$ cat config.mk
export PLATFORM = sky130hd
export DESIGN_NAME = sevenseg_scan_ctrl
export DESIGN_NICKNAME = d
export VERILOG_FILES = /design/src/rtl/sevenseg_pkg.sv /design/src/rtl/sevenseg_digit_dec.sv /design/src/rtl/sevenseg_scan_ctrl.sv
export SDC_FILE = /design/constraint.sdc
export NUM_CORES = 1
export LEC_CHECK = 0
export ABC_CLOCK_PERIOD_IN_PS = 2050
export BUFFER_PORTS_ARGS = -buffer_cell sky130_fd_sc_hd__buf_2
export CORE_MARGIN = 2
export CORE_UTILIZATION = 52
export CTS_CLUSTER_DIAMETER = 60
export CTS_CLUSTER_SIZE = 30
export DETAILED_ROUTE_END_ITERATION = 10
export PLACE_DENSITY = 0.75
export SLEW_MARGIN = 10
export SYNTH_ARGS = -nofsm -noshare
export SYNTH_HDL_FRONTEND = slang
export SYNTH_SLANG_ARGS = --single-unit
$ cat constraint.sdc
create_clock -name clk -period 2.05 [get_ports clk]
set_input_delay 0.5125 -clock clk [delete_from_list [all_inputs] [get_ports clk]]
set_output_delay 0.5125 -clock clk [all_outputs]
set_load 0.005 [all_outputs]
$ cat src/rtl/sevenseg_pkg.sv
// sevenseg_pkg: shared segment encodings and scan FSM states for the seven-segment scanner.
package sevenseg_pkg;
  localparam logic [7:0] SEG_BLANK = 8'hFF;
  localparam logic [7:0] SEG_INVALID = 8'hDB;
  localparam int SEG_DP_BIT = 7;
  typedef enum logic {BLANK, ON} scan_state_t;
  function automatic logic [7:0] seg_lookup(input logic [3:0] code);
    case (code)
      4'd0: seg_lookup = 8'hC0;
      4'd1: seg_lookup = 8'hF9;
      4'd2: seg_lookup = 8'hA4;
      4'd3: seg_lookup = 8'hB0;
      4'd4: seg_lookup = 8'h99;
      4'd5: seg_lookup = 8'h92;
      4'd6: seg_lookup = 8'h82;
      4'd7: seg_lookup = 8'hF8;
      4'd8: seg_lookup = 8'h80;
      4'd9: seg_lookup = 8'h90;
      default: seg_lookup = SEG_INVALID;
    endcase
  endfunction
endpackage

$ cat src/rtl/sevenseg_digit_dec.sv
// sevenseg_digit_dec: BCD code plus dp plus blank to active-low segment pattern.
module sevenseg_digit_dec
  import sevenseg_pkg::*;
(
  input  logic [3:0] i_code,
  input  logic       i_dp,
  input  logic       i_blank,
  output logic [7:0] o_seg
);
  always_comb o_seg = i_blank ? SEG_BLANK : seg_lookup(i_code) & ~(8'(i_dp) << SEG_DP_BIT);
endmodule

$ cat src/rtl/sevenseg_scan_ctrl.sv
// sevenseg_scan_ctrl: multiplexed common-anode display scanner with blanking guard,
// frame-aligned shadow commit and leading-zero suppression.
module sevenseg_scan_ctrl
  import sevenseg_pkg::*;
#(
  parameter int NUM_DIGITS  = 4,
  parameter int REFRESH_DIV = 50000,
  parameter int BLANK_CYC   = 500
) (
  input  logic                    clk,
  input  logic                    rst_n,
  input  logic                    load,
  input  logic [4*NUM_DIGITS-1:0] value,
  input  logic [NUM_DIGITS-1:0]   dp_mask,
  input  logic                    lz_blank_en,
  output logic                    pending,
  output logic                    frame_tick,
  output logic [7:0]              seg,
  output logic [NUM_DIGITS-1:0]   an
);
  localparam int CW = $clog2(REFRESH_DIV);
  localparam int IW = NUM_DIGITS > 1 ? $clog2(NUM_DIGITS) : 1;
  scan_state_t r_state, w_state_nx;
  logic [CW-1:0] r_cnt;
  logic [IW-1:0] r_idx;
  logic [4*NUM_DIGITS-1:0] r_sh_val, r_disp_val;
  logic [NUM_DIGITS-1:0] r_sh_dp, r_disp_dp, r_an;
  logic r_sh_lz, r_disp_lz, r_pending, r_tick;
  logic [7:0] r_seg, w_seg;
  logic [3:0] w_code;
  logic w_slot_end, w_blank_end, w_commit, w_supp, w_on;
  assign w_slot_end = r_cnt == CW'(REFRESH_DIV - 1);
  assign w_blank_end = r_cnt == CW'(BLANK_CYC - 1);
  assign w_on = r_state == ON;
  // a single-digit display has no last ON slot distinct from the first, so it commits as ON begins
  assign w_commit = NUM_DIGITS == 1 ? !w_on && w_blank_end
                                    : w_on && w_slot_end && r_idx == IW'(NUM_DIGITS - 1);
  assign w_code = r_disp_val[{r_idx, 2'b00} +: 4];
  assign w_supp = r_disp_lz && r_idx != '0 && (r_disp_val >> {r_idx, 2'b00}) == '0;
  always_comb w_state_nx = w_on ? (w_slot_end ? BLANK : ON) : (w_blank_end ? ON : BLANK);
  sevenseg_digit_dec u_dec (
    .i_code (w_code),
    .i_dp   (r_disp_dp[r_idx]),
    .i_blank(!w_on || w_supp),
    .o_seg  (w_seg)
  );
  always_ff @(posedge clk) begin
    if (!rst_n) begin
      r_state    <= BLANK;
      r_cnt      <= '0;
      r_idx      <= '0;
      r_sh_val   <= '0;
      r_sh_dp    <= '0;
      r_sh_lz    <= 1'b0;
      r_disp_val <= '0;
      r_disp_dp  <= '0;
      r_disp_lz  <= 1'b0;
      r_pending  <= 1'b0;
      r_tick     <= 1'b0;
      r_seg      <= SEG_BLANK;
      r_an       <= '1;
    end else begin
      r_state <= w_state_nx;
      r_cnt   <= w_slot_end ? '0 : r_cnt + 1'b1;
      if (w_on && w_slot_end)
        r_idx <= r_idx == IW'(NUM_DIGITS - 1) ? '0 : r_idx + 1'b1;
      if (load) begin
        r_sh_val <= value;
        r_sh_dp  <= dp_mask;
        r_sh_lz  <= lz_blank_en;
      end
      if (w_commit && load) begin
        r_disp_val <= value;
        r_disp_dp  <= dp_mask;
        r_disp_lz  <= lz_blank_en;
      end else if (w_commit && r_pending) begin
        r_disp_val <= r_sh_val;
        r_disp_dp  <= r_sh_dp;
        r_disp_lz  <= r_sh_lz;
      end
      r_pending <= !w_commit && (load || r_pending);
      r_tick    <= w_commit;
      r_seg     <= w_seg;
      r_an      <= w_on && !w_supp ? ~(NUM_DIGITS'(1) << r_idx) : '1;
    end
  end
  assign pending = r_pending;
  assign frame_tick = r_tick;
  assign seg = r_seg;
  assign an = r_an;
endmodule

==> results of run 1 <==
==> registers in the layout, indices dropped and copies added (netlist names) <==
signal / cells
r_sh_dp: 4
r_idx: 2
an: 4
r_sh_val: 16
frame_tick: 1
r_disp_lz: 1
r_disp_val: 16
r_cnt: 16
seg: 8
r_disp_dp: 4
pending: 1
r_state: 1
r_sh_lz: 1
==> worst max-delay path, delay by kind of cell, from the launching register on <==
family                 cells  cell delay, ns
AOI/OAI and AO/OA          1            0.19
and+or+nand+nor            2            0.86
DFF                        1            0.34
buffers and inverters      1            0.21
muxes                      1            0.31
==> per-stage QoR <==
step | worst slack (ns) | total power, W | cell area [um2] | util (%)
2_1_floorplan | 0.0292 | 0.00160 | 3300 | -
3_3_place_gp | 0.0433 | 0.00165 | 3670 | 61.3
3_5_place_dp | 0.00648 | 0.00166 | 3670 | 61.3
4_1_cts | 0.00498 | 0.00277 | 3880 | 64.7
5_1_grt | -0.0313 | 0.00285 | 3940 | 65.8
6_report | 0.0348 | 0.00275 | 3940 | 65.8
==> how the worst max path moves through the flow <==
stage | from | end | slack, ns | cells past startpoint
after floorplan | r_idx[0] | seg[1] | 0.03 | 9
after global placement | r_idx[0] | seg[2] | 0.04 | 7
after detailed placement | r_idx[0] | seg[2] | 0.006 | 7
after CTS | r_cnt[0] | r_cnt[12] | 0.005 | 5
after global routing | r_cnt[13] | r_disp_val[0] | -0.03 | 5
final | r_cnt[13] | r_disp_val[1] | 0.03 | 5
==> timing repair <==
action,in CTS,in global routing
pin swaps,0,3
resized for setup,2,9
cloned,0,1
buffers inserted,0,3
setup endpoints to repair,10,34
==> metal layers <==
metal	vias to the layer above	track usage, %	share of wire [%]
met1	1075	22.6	47
met4	0	7.60	1.6
met5	-	0	0
met3	9	6.86	4.6
met2	51	30.6	46
li1	1197	-	-
==> cells in the final DEF (no fill, tap or decap), types with 2 or more instances in the layout <==
master | netlist | final
or4_1 | 3 | 3
nand3_1 | 13 | 13
mux2_2 | 4 | 4
mux2i_1 | 23 | 23
clkbuf_8 | 0 | 11
or3_1 | 4 | 4
inv_1 | 12 | 10
mux4_2 | 5 | 5
buf_2 | 1 | 37
nand2_1 | 8 | 7
xnor2_1 | 9 | 9
clkbuf_1 | 10 | 2
inv_2 | 0 | 2
a21oi_1 | 10 | 10
nor2_1 | 38 | 38
and2_1 | 22 | 22
dfxtp_1 | 75 | 73
ha_1 | 10 | 9
nor3_1 | 4 | 4
o211ai_1 | 2 | 2
buf_12 | 0 | 3
mux2_4 | 20 | 20
nand4_1 | 4 | 4
buf_4 | 1 | 20
nor4_1 | 5 | 5
o21ai_0 | 12 | 12
==> cell families after synthesis <==
logic type,Yosys count,share of synthesized area [%]
muxes,52,21.0
AOI/OAI and AO/OA,27,4.81
and+or+nand+nor,110,18.1
xor gates and xnor gates,10,2.67
adders and majority gates,10,3.82
buffers and inverters,28,3.82
DFF,75,45.8
==> report_power, final <==
group          internal (W)  switching, W
logic             0.0000609     0.0000641
clock network      0.000621      0.000502
registers           0.00149     0.0000135
==> area by class of cell <==
| cell class | instances | area [um2] | share of cell area, % |
|---|---|---|---|
| clock inverter | 2 | 35.0 | 0.889 |
| tap | 75 | 93.8 | 2.38 |
| sequential | 75 | 1510 | 38.2 |
| multi-input combinational | 210 | 1700 | 43.2 |
| timing repair buffer | 60 | 395 | 10.0 |
| inverter | 13 | 48.8 | 1.24 |
| clock buffer | 13 | 159 | 4.03 |
==> results by group, run 1 <==
Global routing
  • Antenna violations before repair: 0
  • Number of global-route vias before repair: 2370
  • First-pass GRT wire length: 10600 um
  • GRT overflow: 0
  • Gr usage total: 18.8%
  • Largest net degree at the start of global routing: 23

Cells and area
  • Layout fillers: 451
  • Non-filler cells, final: 448
  • Layout cells sized above 1: 31.1%
  • Layout net count: 403
  • Area Overhead vs Synth: 20.2%
  • Diodes inserted: 0

Hold path
  • Hold depth: 3
  • Worst Hold Class: in -> reg
  • Hold Crit Start: dp_mask[2]
  • Hold Path Sink: r_sh_dp[2]

Logic synthesis
  • Netlist cell types: 38
  • Fraction of registers with async set/reset: 0%
  • Post-synth EDFFs: 0
  • Count leader, synth: dfxtp_1
  • Synthesized cell area: 0.00328 mm2
  • Avg Cell Area, Syn: 10.5 um2
  • Area leader, netlist: dfxtp_1
  • Primary FF master, synth: dfxtp_1
  • Post-synthesis sequential area ratio: 45.8%
  • Yosys reg bits: 75
  • Synth Net Count: 346
  • Most frequent cells after synthesis: dfxtp_1 (75), nor2_1 (38), mux2i_1 (23), and2_1 (22), mux2_4 (20)
  • Top post-synthesis cells by area: dfxtp_1 (46%), mux2_4 (9.2%), mux2i_1 (7.0%), nor2_1 (4.4%), and2_1 (4.2%)
  • Post-Synthesis Cells: 312
  • Yosys warning count: 0
  • Synth top area share: 45.8%

Placement
  • HPWL Detailed: 4430 um
  • Routability cong.: 0.888
  • Buffers on Ports: 37
  • Placed cells: 429

Power
  • Max rail drop VDD: 732 uV
  • Cell area power density: 697 mW/mm2
  • Leakage power: 1.65 nW

Clock network
  • Clock Latency Late Sink: 0.35 ns
  • Root Buffer: clkbuf_8
  • Clock sinks: 75
  • Max H-tree Level: 3
  • CTS Hold Bufs: 0
  • Clk slew on worst S/H paths: 0.07 ns
  • CTS buffer count: 9
  • CTS tree: built
  • Clock tree buffer depth: 2

Detailed routing
  • ANT nets after route: 0
  • Via count: 2332
  • Routed WL: 6360 um
  • DRC viols: 0
  • Iteration-0 DRC Markers: 104
  • Routed vias/inst: 5.21
  • Drt wl/cell: 14.2 um
  • 1st-pass router iterations: 4

STA
  • Worst slew margin: 68.9%
  • Worst hold-check slack: 0.448 ns
  • Unrepaired setup endpoints after global routing: true
  • Fmax: 496 MHz
  • Clock Skew: 0.00394 ns
  • Worst-margin pin slew: 0.461 ns
  • # setup viols final: 0
  • Setup TNS: 0 ns
  • Final Hold Viols: 0
  • Fin crit share: 98.3%
  • Slew Limit Fails: 0
  • Fin crit period: 2.02 ns

Worst setup path
  • CP Max Fanout: 21
  • Crit start category: flop
  • CP peak stage delay: 0.55 ns
  • CP endpoint kind: flop
  • Crit Path Class: reg -> reg
  • R2r setup slk: 0.03 ns
  • Cell at the slowest stage of the critical path: or4_4
  • Reg2reg end: r_disp_val[1]
  • WP data required: 2.28 ns
  • CP Cell Sequence: or4_4, nor4_4, o2111ai_2, buf_12, mux2_4
  • CP arrival: 2.25 ns
  • Reg2Reg Depth: 5
  • Reg2reg start: r_cnt[13]

Floorplan
  • Die W: 83.4 um
  • Die Area: 0.00695 mm2
  • I/O pin count: 38
  • Core Area: 0.00599 mm2
  • Starting Density: 54.7%
  • Die Ht: 83.4 um
  • Site row count: 28

Run
  • Number of max-cap violations: 0

Outcome
  • Status: finished clean
(Power assumes the default switching activity.)
==> run 2: changes to the inputs <==
--- a/config.mk
+++ b/config.mk
@@ -5,14 +5,14 @@
 export SDC_FILE = /design/constraint.sdc
 export NUM_CORES = 1
 export LEC_CHECK = 0
-export ABC_CLOCK_PERIOD_IN_PS = 2050
+export ABC_CLOCK_PERIOD_IN_PS = 2350
 export BUFFER_PORTS_ARGS = -buffer_cell sky130_fd_sc_hd__buf_2
 export CORE_MARGIN = 2
-export CORE_UTILIZATION = 52
+export CORE_UTILIZATION = 55
 export CTS_CLUSTER_DIAMETER = 60
 export CTS_CLUSTER_SIZE = 30
 export DETAILED_ROUTE_END_ITERATION = 10
-export PLACE_DENSITY = 0.75
+export PLACE_DENSITY = 0.76
 export SLEW_MARGIN = 10
 export SYNTH_ARGS = -nofsm -noshare
 export SYNTH_HDL_FRONTEND = slang
==> constraint.sdc (replaced) <==
create_clock -name clk -period 2.35 [get_ports clk]
set_input_delay 0.5875 -clock clk [delete_from_list [all_inputs] [get_ports clk]]
set_output_delay 0.5875 -clock clk [all_outputs]
set_load 0.005 [all_outputs]
==> results by group, run 2 (synthesized netlist as in run 1, its figures left out) <==
Worst setup path
  • CP Max Fanout: 11 (-48%)
  • Crit Path Class: reg -> reg
  • Cell at the slowest stage of the critical path: mux4_2
  • CP bufs+invs: 1 (unchanged)
  • CP endpoint kind: flop
  • CP Cell Sequence: mux4_2, inv_1, ha_1, nor4b_2, nand2_1, a211o_2, o311ai_0
  • CP peak stage delay: 0.57 ns (+0.02 ns)
  • CP arrival: 2.41 ns (+0.16 ns)
  • WP data required: 2.61 ns (+0.33 ns)
  • Crit start category: flop
  • Crit path max-delay family: multiplexers

Cells and area
  • Diodes inserted: 0 (unchanged)
  • Regs by FF count: r_cnt (16), r_disp_val (16), r_sh_val (16)
  • Layout cells sized above 1: 27.7% (-3.4 points)
  • Most common cell after layout, fill and taps aside: dfxtp_1
  • Layout fillers: 447 (-0.89%)
  • Area Overhead vs Synth: 14.5%
  • Layout net count: 390 (-3.2%)
  • Most frequent cells in the layout: dfxtp_1 (74), nor2_1 (38), buf_2 (37)
  • Final Instance Area: 0.00375 mm2 (-4.7%)

Clock network
  • Clock sinks: 75 (unchanged)
  • CTS tree: built
  • Clock tree buffer depth: 2 (unchanged)
  • Max H-tree Level: 3 (unchanged)
  • CTS buffer count: 9 (unchanged)
  • CTS Hold Bufs: 0 (unchanged)
  • Root Buffer: clkbuf_8
  • Clk slew on worst S/H paths: 0.08 ns (about the same)
  • Clock Latency Late Sink: 0.36 ns (about the same)

Floorplan
  • Die Ht: 81.2 um (-2.6%)
  • Starting Density: 56.0% (+1.3 points)
  • Core Area: 0.00585 mm2 (-2.3%)
  • Die Area: 0.00659 mm2 (-5.2%)
  • I/O pin count: 38 (unchanged)
  • Site row count: 28 (unchanged)
  • Die W: 81.2 um (-2.6%)

Power
  • Comb pwr share: 4.4% (-0.2 points)
  • Switching Fraction: 24.6% (+3.5 points)
  • Sequential share of power: 57.2% (+2.6 points)
  • Cell-internal power: 0.00172 W (-20%)
  • Switch Pwr: 0.000561 W (-3.2%)
  • Cell area power density: 609 mW/mm2 (-13%)
  • Clock network power share: 38.4% (-2.5 points)
  • PnR Total Power: 0.00229 W (-17%)
  • Leakage power: 1.53 nW (-7.2%)
  • Max rail drop VDD: 363 uV (-50%)

STA
  • Fin crit share: 91.6% (-6.7 points)
  • Slew Limit Fails: 0 (unchanged)
  • Fin crit period: 2.15 ns (+0.138 ns)
  • Worst hold-check slack: 0.477 ns (+0.0282 ns)
  • Final Hold Viols: 0 (unchanged)
  • Clock Skew: 0.00938 ns (+0.00544 ns)
  • Fmax: 464 MHz (-6.4%)
  • Final worst-path setup slack: 0.196 ns (+0.162 ns)
  • Setup TNS: 0 ns (unchanged)
  • Worst-margin pin slew: 0.406 ns (-0.0554 ns)
  • # setup viols final: 0 (unchanged)
  • Worst slew margin: 72.7% (+3.8 points)
  • Unrepaired setup endpoints after global routing: false

Placement
  • Buffers on Ports: 37 (unchanged)
  • Routability cong.: 0.889 (+0.14%)
  • DP Area: 0.00357 mm2 (-2.9%)
  • Setup slack at placement: 0.0970 ns (+0.0905 ns)
  • HPWL Detailed: 4350 um (-1.8%)

Global routing
  • Number of global-route vias before repair: 2274 (-4.1%)
  • Largest net degree at the start of global routing: 27 (+17%)
  • First-pass GRT wire length: 10400 um (-1.4%)
  • Antenna violations before repair: 0 (unchanged)
  • Gr usage total: 21.0% (+2.1 points)
  • GRT overflow: 0 (unchanged)

Detailed routing
  • 1st-pass router iterations: 5 (+1)
  • Routed WL: 6200 um (-2.4%)
  • ANT nets after route: 0 (unchanged)
  • Iteration-0 DRC Markers: 165 (+59%)
  • DRC viols: 0 (unchanged)
  • Via count: 2352 (+0.86%)
  • Drt wl/cell: 14.2 um (+0.26%)
  • Routed vias/inst: 5.39 (+3.6%)

Outcome
  • Status: finished clean

Hold path
  • Worst Hold Class: reg -> reg

Run
  • Number of max-cap violations: 0 (unchanged)
-- run 2: cell count changes in the layout (fill, tap and decap cells not counted), sizes merged --
cell,before,now
clkinvlp,0,5
bufinv,1,0
buf,60,48
a211o,2,1
clkbuf,13,10
-- run 2: per-layer routing --
metal / vias to the layer above / part of all wire [%] / track usage (%)
met4: 0 / 1.7 / 8.81
met1: 1101 / 49 / 28.2
met2: 71 / 44 / 30.3
met3: 12 / 5.4 / 7.56
li1: 1168 / - / -
met5: - / 0 / 0
-- run 2: worst reg2reg max path, stage by stage, from the launching register on --
cell	delay [ns]
dfxtp_2	0.38
mux4_2	0.58
inv_1	0.13
ha_1	0.17
nor4b_2	0.19
nand2_1	0.08
a211o_2	0.41
o311ai_0	0.11
-- run 2: cell type report --
cell class | instances | area (um2) | share of cell area (%)
Clock buffer | 10 | 128 | 3.40
Clock inverter | 6 | 42.5 | 1.13
Inverter | 13 | 48.8 | 1.30
Multi-Input combinational cell | 209 | 1660 | 44.2
Sequential cell | 75 | 1500 | 40.0
Tap cell | 75 | 93.8 | 2.50
Timing Repair Buffer | 48 | 280 | 7.47
-- run 2: repair_timing --
action / in CTS / in global routing
endpoints found under the hold margin: 0 / 0
resized for setup: 0 / 3
buffers inserted: 0 / 1
endpoints found under the setup margin: 0 / 11
-- run 2: path summary, 6_finish.rpt --
check | start | endpoint | slack, ns | depth (start not counted)
worst max-delay path | r_idx[0] | seg[2] | 0.20 | 7
worst min-delay path | r_cnt[0] | r_cnt[0] | 0.48 | 1
worst max register to register | r_idx[0] | seg[2] | 0.20 | 7
worst min register to register | r_cnt[0] | r_cnt[0] | 0.48 | 1
-- run 2: power by group through the flow --
stage	sequential (W)	combinational [W]	clock [W]
2_1_floorplan	0.00133	0.0000634	0
3_3_place_gp	0.00134	0.0000986	0
3_5_place_dp	0.00134	0.000102	0
4_1_cts	0.00131	0.000102	0.000895
5_1_grt	0.00131	0.000115	0.000950
6_report	0.00131	0.000101	0.000877
-- run 2: per-stage QoR --
step / instances / util, %
after floorplan: 312 / -
after global placement: 419 / 61.0
after detailed placement: 419 / 61.0
after CTS: 435 / 63.9
after global routing: 436 / 64.2
final: 436 / 64.2
==> run 3: changes to the inputs <==
--- a/config.mk
+++ b/config.mk
@@ -7,6 +7,7 @@
 export LEC_CHECK = 0
 export ABC_CLOCK_PERIOD_IN_PS = 2350
 export BUFFER_PORTS_ARGS = -buffer_cell sky130_fd_sc_hd__buf_2
+export CORE_ASPECT_RATIO = 1.5
 export CORE_MARGIN = 2
 export CORE_UTILIZATION = 55
 export CTS_CLUSTER_DIAMETER = 60
==> results by group, run 3 (synthesized netlist as in run 1, its figures left out) <==
Worst setup path
  • CP Cell Sequence: or4_4, nor4_4, o2111ai_2, buf_4, mux2_4
  • CP bufs+invs: 1 (unchanged)
  • WP data required: 2.59 ns (-0.02 ns)
  • Crit Path Class: reg -> reg
  • CP peak stage delay: 0.58 ns (about the same)
  • Crit path max-delay family: simple AND/OR/NAND/NOR gates
  • CP Max Fanout: 12 (+1)
  • Cell at the slowest stage of the critical path: or4_4
  • Crit start category: flop
  • CP endpoint kind: flop
  • CP arrival: 2.37 ns (-0.04 ns)

Detailed routing
  • Drt wl/cell: 14.2 um (-0.13%)
  • Iteration-0 DRC Markers: 107 (-35%)
  • Via count: 2305 (-2.0%)
  • 1st-pass router iterations: 4 (-1)
  • ANT nets after route: 0 (unchanged)
  • Routed vias/inst: 5.35 (-0.86%)
  • Routed WL: 6120 um (-1.3%)
  • DRC viols: 0 (unchanged)

Clock network
  • CTS buffer count: 9 (unchanged)
  • Setup bufs post-CTS: 0 (unchanged)
  • CTS Hold Bufs: 0 (unchanged)
  • Clock tree buffer depth: 2 (unchanged)
  • Clk slew on worst S/H paths: 0.08 ns (about the same)
  • Max H-tree Level: 3 (unchanged)
  • CTS tree: built
  • Post-CTS sizing: 0 (unchanged)
  • Root Buffer: clkbuf_8
  • Clock sinks: 75 (unchanged)
  • Clock Latency Late Sink: 0.35 ns (about the same)

Cells and area
  • Layout fillers: 505 (+13%)
  • Most frequent cells in the layout: dfxtp_1 (74), nor2_1 (38), buf_2 (37)
  • Regs by FF count: r_cnt (16), r_disp_val (16), r_sh_val (16)
  • Area Overhead vs Synth: 13.7%
  • Final Instance Area: 0.00373 mm2 (-0.70%)
  • Layout net count: 389 (-0.26%)
  • Multi-input gate area: 0.00166 mm2 (unchanged)
  • Most common cell after layout, fill and taps aside: dfxtp_1
  • Layout cells sized above 1: 27.6% (-0.12 points)
  • Sequential Area: 0.00150 mm2 (unchanged)
  • Non-filler cells, final: 431 (-1.1%)
  • Diodes inserted: 0 (unchanged)

Global routing
  • Number of global-route vias before repair: 2309 (+1.5%)
  • Largest net degree at the start of global routing: 27 (unchanged)
  • GRT overflow: 0 (unchanged)
  • First-pass GRT wire length: 10500 um (+0.60%)
  • Antenna violations before repair: 0 (unchanged)
  • Gr usage total: 21.0% (+0.095 points)

STA
  • Worst slew margin: 74.4% (+1.7 points)
  • Setup TNS: 0 ns (unchanged)
  • Unrepaired setup endpoints after global routing: false
  • Fmax: 469 MHz (+0.94%)
  • Slew Limit Fails: 0 (unchanged)
  • # setup viols final: 0 (unchanged)
  • Worst-margin pin slew: 0.384 ns (-0.0221 ns)
  • Fin crit share: 90.8% (-0.85 points)
  • Clock Skew: 0.0102 ns (+0.000808 ns)
  • Final Hold Viols: 0 (unchanged)
  • Fin crit period: 2.13 ns (-0.0200 ns)

Run
  • Number of max-cap violations: 0 (unchanged)

Power
  • Leakage power: 1.52 nW (-0.64%)
  • Max rail drop VDD: 351 uV (-3.3%)
  • Cell area power density: 603 mW/mm2 (-1.0%)
  • PnR Total Power: 0.00225 W (-1.7%)

Floorplan
  • Die Ht: 98.5 um (+21%)
  • Core Area: 0.00579 mm2 (-1.1%)
  • Starting Density: 56.6% (+0.63 points)
  • Site row count: 34 (+21%)
  • Die Area: 0.00660 mm2 (+0.20%)
  • Die W: 67.0 um (-17%)
  • I/O pin count: 38 (unchanged)

Placement
  • Placed cells: 416 (-0.72%)
  • Buffers on Ports: 37 (unchanged)
  • DP Area: 0.00355 mm2 (-0.46%)
  • Routability cong.: 0.828 (-6.9%)
  • HPWL Detailed: 4580 um (+5.4%)

Outcome
  • Status: finished clean

Hold path
  • Worst Hold Class: reg -> reg
run 3: changes by cell type in the layout (fill, tap and decap cells not counted):
cell,previous run,this run
clkinvlp_4,5,4
clkbuf_1,1,0
clkinv_4,0,1
buf_12,1,0
run 3: path summary, 6_finish.rpt:
kind | from | endpoint | slack, ns | depth (start not counted)
min | r_cnt[0] | r_cnt[0] | 0.49 | 1
max | r_cnt[12] | r_disp_val[7] | 0.22 | 5
max reg2reg | r_cnt[12] | r_disp_val[7] | 0.22 | 5
min reg2reg | r_cnt[0] | r_cnt[0] | 0.49 | 1
run 3: per-layer routing:
layer | routed length (um) | GRT usage, % | vias to the layer above
li1 | - | - | 1166
met1 | 2450 | 23.7 | 1096
met2 | 3340 | 36.1 | 33
met3 | 203 | 5.25 | 10
met4 | 132 | 10.0 | 0
met5 | 0 | 0 | -
run 3: stage by stage:
| stage | setup slack [ns] | hold slack (ns) | util [%] |
|---|---|---|---|
| 6_report | 0.216 | 0.486 | 64.4 |
| 5_1_grt | 0.0846 | 0.514 | 64.4 |
| 4_1_cts | 0.134 | 0.495 | 64.3 |
| 3_5_place_dp | 0.154 | 0.476 | 61.4 |
| 3_3_place_gp | 0.203 | 0.445 | 61.4 |
| 2_1_floorplan | 0.0658 | 0.430 | - |
run 3: where the power goes:
part / total [W] / switching (W) / internal, W
clock: 0.000840 / 0.000465 / 0.000376
combinational: 0.0000979 / 0.0000520 / 0.0000459
sequential: 0.00131 / 0.0000113 / 0.00130
total: 0.00225 / 0.000528 / 0.00172
run 3: final cells by class:
cell class / instances / area share, %
clock buffer: 9 / 3.32
clock inverter: 6 / 1.17
inverter: 13 / 1.31
multi-input combinational: 209 / 44.5
sequential: 75 / 40.3
tap: 72 / 2.42
timing repair buffer: 47 / 6.98
